==> src/rtl/mux_4x1_4bit_rr_if.sv <==
// rtl/mux_4x1_4bit_rr_if.sv - four-producer collector bus with per-channel and output handshakes
interface mux_4x1_4bit_rr_if;
  logic [3:0] a;
  logic [3:0] b;
  logic [3:0] c;
  logic [3:0] d;
  logic [3:0] in_valid;
  logic [3:0] in_ready;
  logic [3:0] out;
  logic [1:0] out_sel;
  logic       out_valid;
  logic       out_ready;

  modport master (
    output a, b, c, d, in_valid, out_ready,
    input  in_ready, out, out_sel, out_valid
  );

  modport slave (
    input  a, b, c, d, in_valid, out_ready,
    output in_ready, out, out_sel, out_valid
  );
endinterface

==> src/rtl/mux_4x1_4bit_rr.sv <==
// rtl/mux_4x1_4bit_rr.sv - four-channel 4-bit round-robin collector with registered output
module mux_4x1_4bit_rr (
  input logic              clk,
  input logic              rst,
  mux_4x1_4bit_rr_if.slave bus
);
  logic [3:0] out_q, out_d;
  logic [1:0] out_sel_q, out_sel_d;
  logic       out_valid_q, out_valid_d;
  logic [1:0] ptr_q, ptr_d;

  logic       free;
  logic       gnt_any;
  logic [1:0] gnt_idx;
  logic [1:0] probe;
  logic [3:0] gnt_data;
  logic       accept;

  assign free = !out_valid_q || bus.out_ready;

  // Search starts at ptr; the 2-bit add provides the wrap from d back to a.
  always_comb begin
    gnt_any = 1'b0;
    gnt_idx = ptr_q;
    probe   = ptr_q;
    for (int k = 0; k < 4; k++) begin
      probe = ptr_q + 2'(k);
      if (!gnt_any && bus.in_valid[probe]) begin
        gnt_any = 1'b1;
        gnt_idx = probe;
      end
    end
  end

  always_comb begin
    gnt_data = bus.a;
    case (gnt_idx)
      2'd0:    gnt_data = bus.a;
      2'd1:    gnt_data = bus.b;
      2'd2:    gnt_data = bus.c;
      default: gnt_data = bus.d;
    endcase
  end

  assign accept       = free && gnt_any;
  assign bus.in_ready = (accept && !rst) ? (4'b0001 << gnt_idx) : 4'b0000;

  always_comb begin
    out_d       = out_q;
    out_sel_d   = out_sel_q;
    out_valid_d = out_valid_q;
    ptr_d       = ptr_q;
    if (accept) begin
      out_d       = gnt_data;
      out_sel_d   = gnt_idx;
      out_valid_d = 1'b1;
      ptr_d       = gnt_idx + 2'd1;
    end else if (out_valid_q && bus.out_ready) begin
      out_valid_d = 1'b0;
    end
  end

  always_ff @(posedge clk or posedge rst) begin
    if (rst) begin
      out_q       <= 4'b0000;
      out_sel_q   <= 2'b00;
      out_valid_q <= 1'b0;
      ptr_q       <= 2'b00;
    end else begin
      out_q       <= out_d;
      out_sel_q   <= out_sel_d;
      out_valid_q <= out_valid_d;
      ptr_q       <= ptr_d;
    end
  end

  assign bus.out       = out_q;
  assign bus.out_sel   = out_sel_q;
  assign bus.out_valid = out_valid_q;
endmodule

==> src/flat_wrapper.sv <==
// flat-port wrapper written by rule: the top's interface ports become plain ports
module mux_4x1_4bit_rr_flat 
  (clk, rst, bus_a, bus_b, bus_c, bus_d, bus_in_valid, bus_out_ready, bus_in_ready, bus_out, bus_out_sel, bus_out_valid);
  mux_4x1_4bit_rr_if bus_i ();
  input logic clk;
  input logic rst;
  input wire logic [$bits(bus_i.a)-1:0] bus_a;
  input wire logic [$bits(bus_i.b)-1:0] bus_b;
  input wire logic [$bits(bus_i.c)-1:0] bus_c;
  input wire logic [$bits(bus_i.d)-1:0] bus_d;
  input wire logic [$bits(bus_i.in_valid)-1:0] bus_in_valid;
  input wire logic [$bits(bus_i.out_ready)-1:0] bus_out_ready;
  output wire logic [$bits(bus_i.in_ready)-1:0] bus_in_ready;
  output wire logic [$bits(bus_i.out)-1:0] bus_out;
  output wire logic [$bits(bus_i.out_sel)-1:0] bus_out_sel;
  output wire logic [$bits(bus_i.out_valid)-1:0] bus_out_valid;
  assign bus_i.a = bus_a;
  assign bus_i.b = bus_b;
  assign bus_i.c = bus_c;
  assign bus_i.d = bus_d;
  assign bus_i.in_valid = bus_in_valid;
  assign bus_i.out_ready = bus_out_ready;
  assign bus_in_ready = bus_i.in_ready;
  assign bus_out = bus_i.out;
  assign bus_out_sel = bus_i.out_sel;
  assign bus_out_valid = bus_i.out_valid;
  mux_4x1_4bit_rr u_core (.clk(clk), .rst(rst), .bus(bus_i));
endmodule
==> config.mk <==
export PLATFORM = sky130hd
export DESIGN_NAME = mux_4x1_4bit_rr_flat
export DESIGN_NICKNAME = d
export VERILOG_FILES = /design/src/rtl/mux_4x1_4bit_rr_if.sv /design/src/rtl/mux_4x1_4bit_rr.sv /design/src/flat_wrapper.sv
export SDC_FILE = /design/constraint.sdc
export NUM_CORES = 1
export LEC_CHECK = 0
export ABC_AREA = 1
export CELL_PAD_IN_SITES_DETAIL_PLACEMENT = 1
export CELL_PAD_IN_SITES_GLOBAL_PLACEMENT = 1
export CORE_AREA = 5 5 59 61
export DETAILED_ROUTE_END_ITERATION = 7
export DIE_AREA = 0 0 64 66
export PLACE_DENSITY = 0.92
export SLEW_MARGIN = 15
export SYNTH_ARGS = -nofsm -noshare
export SYNTH_HDL_FRONTEND = slang
export SYNTH_SLANG_ARGS = --single-unit
==> constraint.sdc <==
create_clock -name clk -period 5.9 [get_ports clk]
set_clock_uncertainty 0.1 [all_clocks]
set_input_delay 0.885 -clock clk [delete_from_list [all_inputs] [get_ports clk]]
set_output_delay 0.885 -clock clk [all_outputs]
set_load 0.03 [all_outputs]
* Word-level counts from Yosys, hierarchy flattened *
Index checks and enable logic that the tools add are counted.

operators by class
  add/sub/neg operators = 4
  multiply operators = 0
  divide/modulo/power cells = 0
  order comparisons = 4
  eq/ne operators = 2
  shifts and indexed selects = 1
  mux-type cells = 19
  bitwise operators = 0
  reduce and logical (&&, ||, !) cells = 14

operator list
  kind                   number
  $lt A2 B3 Y1 const B   4
  $pmux W4 S3            1
  $mux W1                10
  $bmux W1 S2            4
  $logic_and A1 B1 Y1    6
  $mux W2                3
  $logic_not A1 Y1       5
  $add A2 B1 Y2 const B  2
  $add A2 B2 Y2 const B  2
  $mux W4                1
  $shl A1 B2 Y4 const A  1
  $eq A2 B1 Y1 const B   1
  $eq A2 B2 Y1 const B   1
  $logic_not A2 Y1       1
  $reduce_bool A2 Y1     1
  $logic_or A1 B1 Y1     1

word-level totals
  register bits after elaboration = 9
  bits in latches = 0
  memory bits (writable) = 0
  ROM bits = 0
  input bits = 23
  output and inout port bits = 11
  logic and storage cells = 48
  memories kept = 0

* Logic depth before layout (Yosys ltp) *
Gate-level depths: netlist of the first run.

  word-level depth = 15
  gate-level depth with buffers = 17

* Least setup slack after synthesis of the first run *
Ideal clock, no wire load.

  path kind = input-to-output
  start point = in bus_in_valid[3]
  end point = out bus_in_ready[2]
  arrival = 2.321 ns
  required time = 4.915 ns
  setup slack = 2.594 ns
  stages on the path = 11
  path buffers = 0
  cells stage by stage = nand2_1 -> nand3_1 -> nand2_1 -> nand2_1 -> xor2_1 -> nand2_1 -> nand2_2 -> inv_1 -> ha_1 -> inv_1 -> nor2_1

RTL lines
  item                           RTL line               RTL
  start, declared                flat_wrapper.sv:11     input wire logic [$bits(bus_i.in_valid)-1:0] bus_in_valid;
  $bmux W1 S2                    mux_4x1_4bit_rr.sv:28  if (!gnt_any && bus.in_valid[probe]) begin
  $mux W1 (implied by the code)  mux_4x1_4bit_rr.sv:28
  $mux W1                        mux_4x1_4bit_rr.sv:28
  $logic_not A1 Y1               mux_4x1_4bit_rr.sv:28
  $logic_and A1 B1 Y1            mux_4x1_4bit_rr.sv:28
  $mux W1                        mux_4x1_4bit_rr.sv:28
  $logic_not A1 Y1               mux_4x1_4bit_rr.sv:28
  $logic_and A1 B1 Y1            mux_4x1_4bit_rr.sv:28
  $mux W1                        mux_4x1_4bit_rr.sv:28
  $logic_not A1 Y1               mux_4x1_4bit_rr.sv:28
  $logic_and A1 B1 Y1            mux_4x1_4bit_rr.sv:28
  $mux W2 *                      mux_4x1_4bit_rr.sv:28
  via u_core.gnt_idx[0]          mux_4x1_4bit_rr.sv:14  logic [1:0] gnt_idx;
  $shl A1 B2 Y4 *                mux_4x1_4bit_rr.sv:46  assign bus.in_ready = (accept && !rst) ? (4'b0001 << gnt_idx) : 4'b0000;
  $mux W4 *                      mux_4x1_4bit_rr.sv:46
  end, declared                  flat_wrapper.sv:13     output wire logic [$bits(bus_i.in_ready)-1:0] bus_in_ready;

Mark *: on every way through the listed nets, which the timed path passes. The rest lies on a longest branch. The select of a mux whose other input is x is not followed.

* Worst setup path after layout of the first run *
  start point = in bus_in_valid[3]
  end point = out bus_in_ready[0]

The elaborated chain is that of the path after synthesis.

==> flow_summary.yaml, run 1 <==
timing:
  slew_violations: 0
  tns_ns: 0
  period_share_pct: 74.4
  final-setup-viol-count: 0
  setup_slack_ns: 1.51
  timing.final.crit_period_ns: 4.39
  clock.fmax_mhz: 228
  whs_ns: 0.384
  rsz0062_at_grt: "no"
  final-hold-violation-count: 0
  tightest_slew_ns: 0.405
  relSlewSlack_pct: 73.0
grt:
  grt_pass1_vias: 975
  grt.total_usage_pct: 12.4
  grt_pass1_wl_um: 4320
  overflow: 0
  antenna_found_initial: 0
  grt_max_degree: 12
logic_synthesis:
  synthArstFlopShare_pct: 100
  ys_seq_elements: 9
  synth_warnings: 0
  avgSynthCellArea_um2: 6.44
  yosysTopAreaCell: "nand2_1"
  syn-cell-area_um2: 857
  synth_area_leaders: "nand2_1, dfrtp_1, ha_1"
  synth_seq_area_share_pct: 26.3
  synthCells: 133
  syn_nets: 161
  synth_top_area_share_pct: 27.2
  yosysUniqueCellTypes: 20
  synthFlopType: "dfrtp_1"
  synth-edff-count: 0
routing:
  drtPass1Iterations: 4
  wirelength_um: 2560
  remaining_drc_errors: 0
  detail_route.wl_per_cell_um: 12.7
  vias: 931
  via_per_inst: 4.61
  dr.first_iter.drc_count: 15
  ant_nets: 0
worst_setup_path:
  worstReg2RegEnd: "u_core.bus.out[2]$_DFFE_PP0N_"
  cp.required_ns: 4.91
  ff2ff_path_depth: 15
  cp.arrival_ns: 3.40
  reg2reg_from: "u_core.ptr_q[0]$_DFFE_PP0N_"
  slowest_stage: "clkdlybuf4s50_1"
  crit_family: "buffers and inverters"
  cp_common_cell: "nand2_1"
  cp_slowest_stage_delay_ns: 0.68
  crit_path_cell_trace: "clkdlybuf4s50_1, nand2_1, nand3_1, nand2_1, nand4_2, clkinv_1, nand2_1, nand2_2, inv_1, ha_1, inv_1, nor2_1, clkdlybuf4s50_1"
  r2r_setup_slack_ns: 3.12
  critPathMaxFanout: 5
  critPathKind: "in2out"
  worst_setup_path_end_kind: "primary output"
  crit_buf_inv: 5
  start_kind: "input port"
hold_path:
  hp-class: "reg2reg"
  hold-path-cell-count: 2
  hp-start: "u_core.bus.out[3]$_DFFE_PP0N_"
  min_to: "u_core.bus.out[3]$_DFFE_PP0N_"
power:
  ir_worst_vdd_uv: 370
  total_leakage_power_uw: 0.000632
  p_per_area_nw_per_um2: 640
floorplan:
  die-area_um2: 4220
  die_h_um: 66
  dieWidth_um: 64
  start_util_pct: 29.3
  core_um2: 2930
  num_rows: 20
  io_pins: 34
finish:
  drive_gt1_share_pct: 10.7
  layout_common_cells: "nand2_1, clkdlybuf4s50_1, inv_1, dfrtp_1, nand3_1"
  antenna_cells: 0
  final_common_cell: "nand2_1"
  design_area_um2: 1240
  fin_nets: 198
  final_util_pct: 42.5
  syn_to_final_growth_pct: 45.1
clock_tree:
  cts_setup_buffers: 0
  numCtsBuffers: 3
  cts_buffer_depth: 2
  post_cts_resized: 0
  htreeDepth: 1
  clk_pin_slew_ns: 0.06
  cts-root-buf: "clkbuf_4"
  cts.sinks: 9
  hold_buffers: 0
  cts_tree: "built"
  clk_latency_ns: 0.25
placed_design:
  place.port_buffers: 33
  dp_slack_ns: 1.48
  gp_congestion: 0.838
  dp_hpwl_um: 2160
  post_dp_cell_area_um2: 1220
status:
  status: "complete, no violations"
run:
  maxCapViolCount: 0
## flip-flops by register name, summed over array words and instances, names as in the netlist
name and flops:
u_core.bus.out_sel 2, u_core.ptr_q 2, u_core.bus.out_valid 1, u_core.bus.out 4
## power by group
part / internal, µW / switching [µW]
Sequential: 92.0 / 30.0
Combinational: 238 / 390
Clock: 25.9 / 19.6
Total: 356 / 440
## worst min-delay path, delay by kind of cell (launching register included)
kind	cells	cell delay, ns
simple gates	2	0.11
flops	1	0.35
## worst max-delay path by stage
stage                     from              end  slack [ns]  cells after the start
2_1_floorplan  bus_in_valid[3]  bus_in_ready[2]        2.59                     11
3_3_place_gp   bus_in_valid[3]  bus_in_ready[0]        1.62                     13
3_5_place_dp   bus_in_valid[3]  bus_in_ready[2]        1.48                     13
4_1_cts        bus_in_valid[3]  bus_in_ready[2]        1.48                     13
5_1_grt        bus_in_valid[3]  bus_in_ready[2]        1.28                     13
6_report       bus_in_valid[3]  bus_in_ready[0]        1.51                     13
## cell type report
cell class              count  area [µm²]
fillers                   375        1680
clock buffers               4        26.3
flip-flops and latches      9         225
inverters                  17        68.8
multi-input cells         106         552
well taps                  33        41.3
repair buffers             33         330
## logic make-up after synthesis
group / after synthesis / synth area share (%)
simple gates: 85 / 44.7
buf+inv: 18 / 9.34
compound gates: 15 / 11.4
flops: 9 / 26.3
fa+ha+maj: 5 / 7.30
xor+xnor: 1 / 1.02
## layer usage
layer	wire (µm)	part of all wire, %	vias up	global-route usage, %
li1	-	-	485	-
met1	1120	44	433	14.2
met2	1370	53	11	23.5
met3	46	1.8	2	0.680
met4	23	0.90	0	5.45
met5	0	0	-	0
## through the flow
stage	power (µW)	cells
after global placement	727	198
after global routing	881	202
after CTS	805	202
final	796	202
after detailed placement	753	198
after floorplan	583	133
## cells in the mapped netlist, types with 2 or more instances
cell type and n:
inv_1 13, a22o_1 4, nand2_2 6, nor2_1 5, a21oi_1 4, nand2_1 62
o21ai_0 5, o21ai_2 2, dfrtp_1 9, ha_1 5, inv_2 2, nand3_1 8
(Power assumes the default switching activity.)
==> run 2, diff against run 1 <==
--- a/config.mk
+++ b/config.mk
@@ -8,10 +8,10 @@
 export ABC_AREA = 1
 export CELL_PAD_IN_SITES_DETAIL_PLACEMENT = 1
 export CELL_PAD_IN_SITES_GLOBAL_PLACEMENT = 1
-export CORE_AREA = 5 5 59 61
+export CORE_AREA = 5 5 61 63
 export DETAILED_ROUTE_END_ITERATION = 7
-export DIE_AREA = 0 0 64 66
-export PLACE_DENSITY = 0.92
+export DIE_AREA = 0 0 66 68
+export PLACE_DENSITY = 0.87
 export SLEW_MARGIN = 15
 export SYNTH_ARGS = -nofsm -noshare
 export SYNTH_HDL_FRONTEND = slang
==> constraint.sdc (replaced) <==
create_clock -name clk -period 4.27 [get_ports clk]
set_clock_uncertainty 0.1 [all_clocks]
set_input_delay 0.6405 -clock clk [delete_from_list [all_inputs] [get_ports clk]]
set_output_delay 0.6405 -clock clk [all_outputs]
set_load 0.03 [all_outputs]
==> flow_summary.yaml, run 2 (same netlist as run 1, synthesis figures left out) <==
power:
  ir_worst_vdd_uv: 347
  total_leakage_power_uw: 0.000632
  p_per_area_nw_per_um2: 887
worst_setup_path:
  critPathMaxFanout: 5
  cp.arrival_ns: 3.18
  critPathKind: "in2out"
  crit_start: "bus_in_valid[3]"
  r2r_setup_slack_ns: 1.47
  worstReg2RegEnd: "u_core.bus.out[0]$_DFFE_PP0N_"
  reg2reg_from: "u_core.ptr_q[0]$_DFFE_PP0N_"
  ff2ff_path_depth: 17
  worst_setup_path_end_kind: "primary output"
  cp.required_ns: 3.53
  start_kind: "input port"
clock_tree:
  clk_pin_slew_ns: 0.06
  hold_buffers: 0
  cts_setup_buffers: 0
  numCtsBuffers: 3
  clk_latency_ns: 0.25
  cts.sinks: 9
  htreeDepth: 1
  cts_tree: "built"
  cts_buffer_depth: 2
  cts-root-buf: "clkbuf_4"
  post_cts_resized: 0
finish:
  num-fill-cells: 422
  seq_area_um2: 225
  design_area_um2: 1260
  layout_common_cells: "nand2_1, clkdlybuf4s50_1, inv_1, dfrtp_1, nand3_1"
  drive_gt1_share_pct: 10.7
  multiInputGateArea_um2: 552
  largest_register_ffs: 4
  antenna_cells: 0
  fin_nets: 198
  syn_to_final_growth_pct: 47.0
  final_common_cell: "nand2_1"
grt:
  grt_use_met3_pct: 0.657
  grt_max_degree: 12
  gr-usage-met1_pct: 14.1
  grt_pass1_vias: 983
  grt.total_usage_pct: 11.8
  overflow: 0
  use_met2_pct: 23.4
  grt_pass1_wl_um: 4260
  antenna_found_initial: 0
  grt.busiest_layer: "met2"
placed_design:
  place.port_buffers: 33
  dp_slack_ns: 0.311
  dp_hpwl_um: 2290
  post_dp_cell_area_um2: 1230
  gp_congestion: 0.885
hold_path:
  hp-class: "reg2reg"
  min_to: "u_core.bus.out[3]$_DFFE_PP0N_"
  hold-path-cell-count: 2
  hp-start: "u_core.bus.out[3]$_DFFE_PP0N_"
routing:
  wirelength_um: 2630
  dr.first_iter.drc_count: 8
  remaining_drc_errors: 0
  drtPass1Iterations: 4
  vias: 938
  ant_nets: 0
  via_per_inst: 4.36
  detail_route.wl_per_cell_um: 12.2
timing:
  clock.fmax_mhz: 255
  tns_ns: 0
  whs_ns: 0.369
  rsz0062_at_grt: "no"
  timing.final.crit_period_ns: 3.93
  final-setup-viol-count: 0
  period_share_pct: 91.9
  relSlewSlack_pct: 73.2
  final-hold-violation-count: 0
  setup_slack_ns: 0.345
  slew_violations: 0
  tightest_slew_ns: 0.402
floorplan:
  die-area_um2: 4490
  die_h_um: 68
  io_pins: 34
  start_util_pct: 27.0
  num_rows: 21
  core_um2: 3180
  dieWidth_um: 66
run:
  maxCapViolCount: 0
status:
  status: "complete, no violations"
[run 2: cell counts in the layout (fill, tap and decap cells not counted)]
No cell type changed its count.
[run 2: worst max path at each step]
stage          cells after the start              end  slack (ns)
2_1_floorplan                     11  bus_in_ready[2]        1.45
3_3_place_gp                      13  bus_in_ready[2]        0.50
3_5_place_dp                      15  bus_in_ready[2]        0.31
4_1_cts                           15  bus_in_ready[2]        0.31
5_1_grt                           15  bus_in_ready[0]        0.15
6_report                          15  bus_in_ready[2]        0.34
[run 2: worst max-delay path, cell delays in order]
cell	delay (ns)
clkdlybuf4s50_1	0.50
nand2_1	0.08
nand2_1	0.09
nand2_1	0.06
nand2_1	0.10
inv_1	0.08
nand4_2	0.12
clkinv_1	0.10
nand2_1	0.08
nand2_1	0.11
inv_1	0.13
ha_1	0.25
inv_1	0.06
nor2_1	0.09
clkdlybuf4s50_1	0.68
[run 2: final cells by class]
cell class / instances / area share [%]
Tap cell: 46 / 4.57
Clock buffer: 4 / 2.09
Multi-Input combinational cell: 106 / 43.8
Inverter: 17 / 5.46
Timing Repair Buffer: 33 / 26.2
Sequential cell: 9 / 17.9
[run 2: stage by stage]
step	power (µW)	util (%)	instances
after floorplan	806	-	133
after global placement	1010	38.8	211
after detailed placement	1070	38.8	211
after CTS	1130	39.6	215
after global routing	1240	39.6	215
final	1120	39.6	215
[run 2: routing by layer]
metal / part of all wire, % / up-vias
met5: 0 / -
met4: 0.91 / 0
met3: 1.5 / 2
met2: 55 / 11
met1: 42 / 436
li1: - / 489
[run 2: power breakdown]
part           switching (µW)  leakage, µW  internal (µW)
Clock                    26.5    0.0000150           35.8
Sequential               43.2     0.000109            127
Combinational             554     0.000508            331
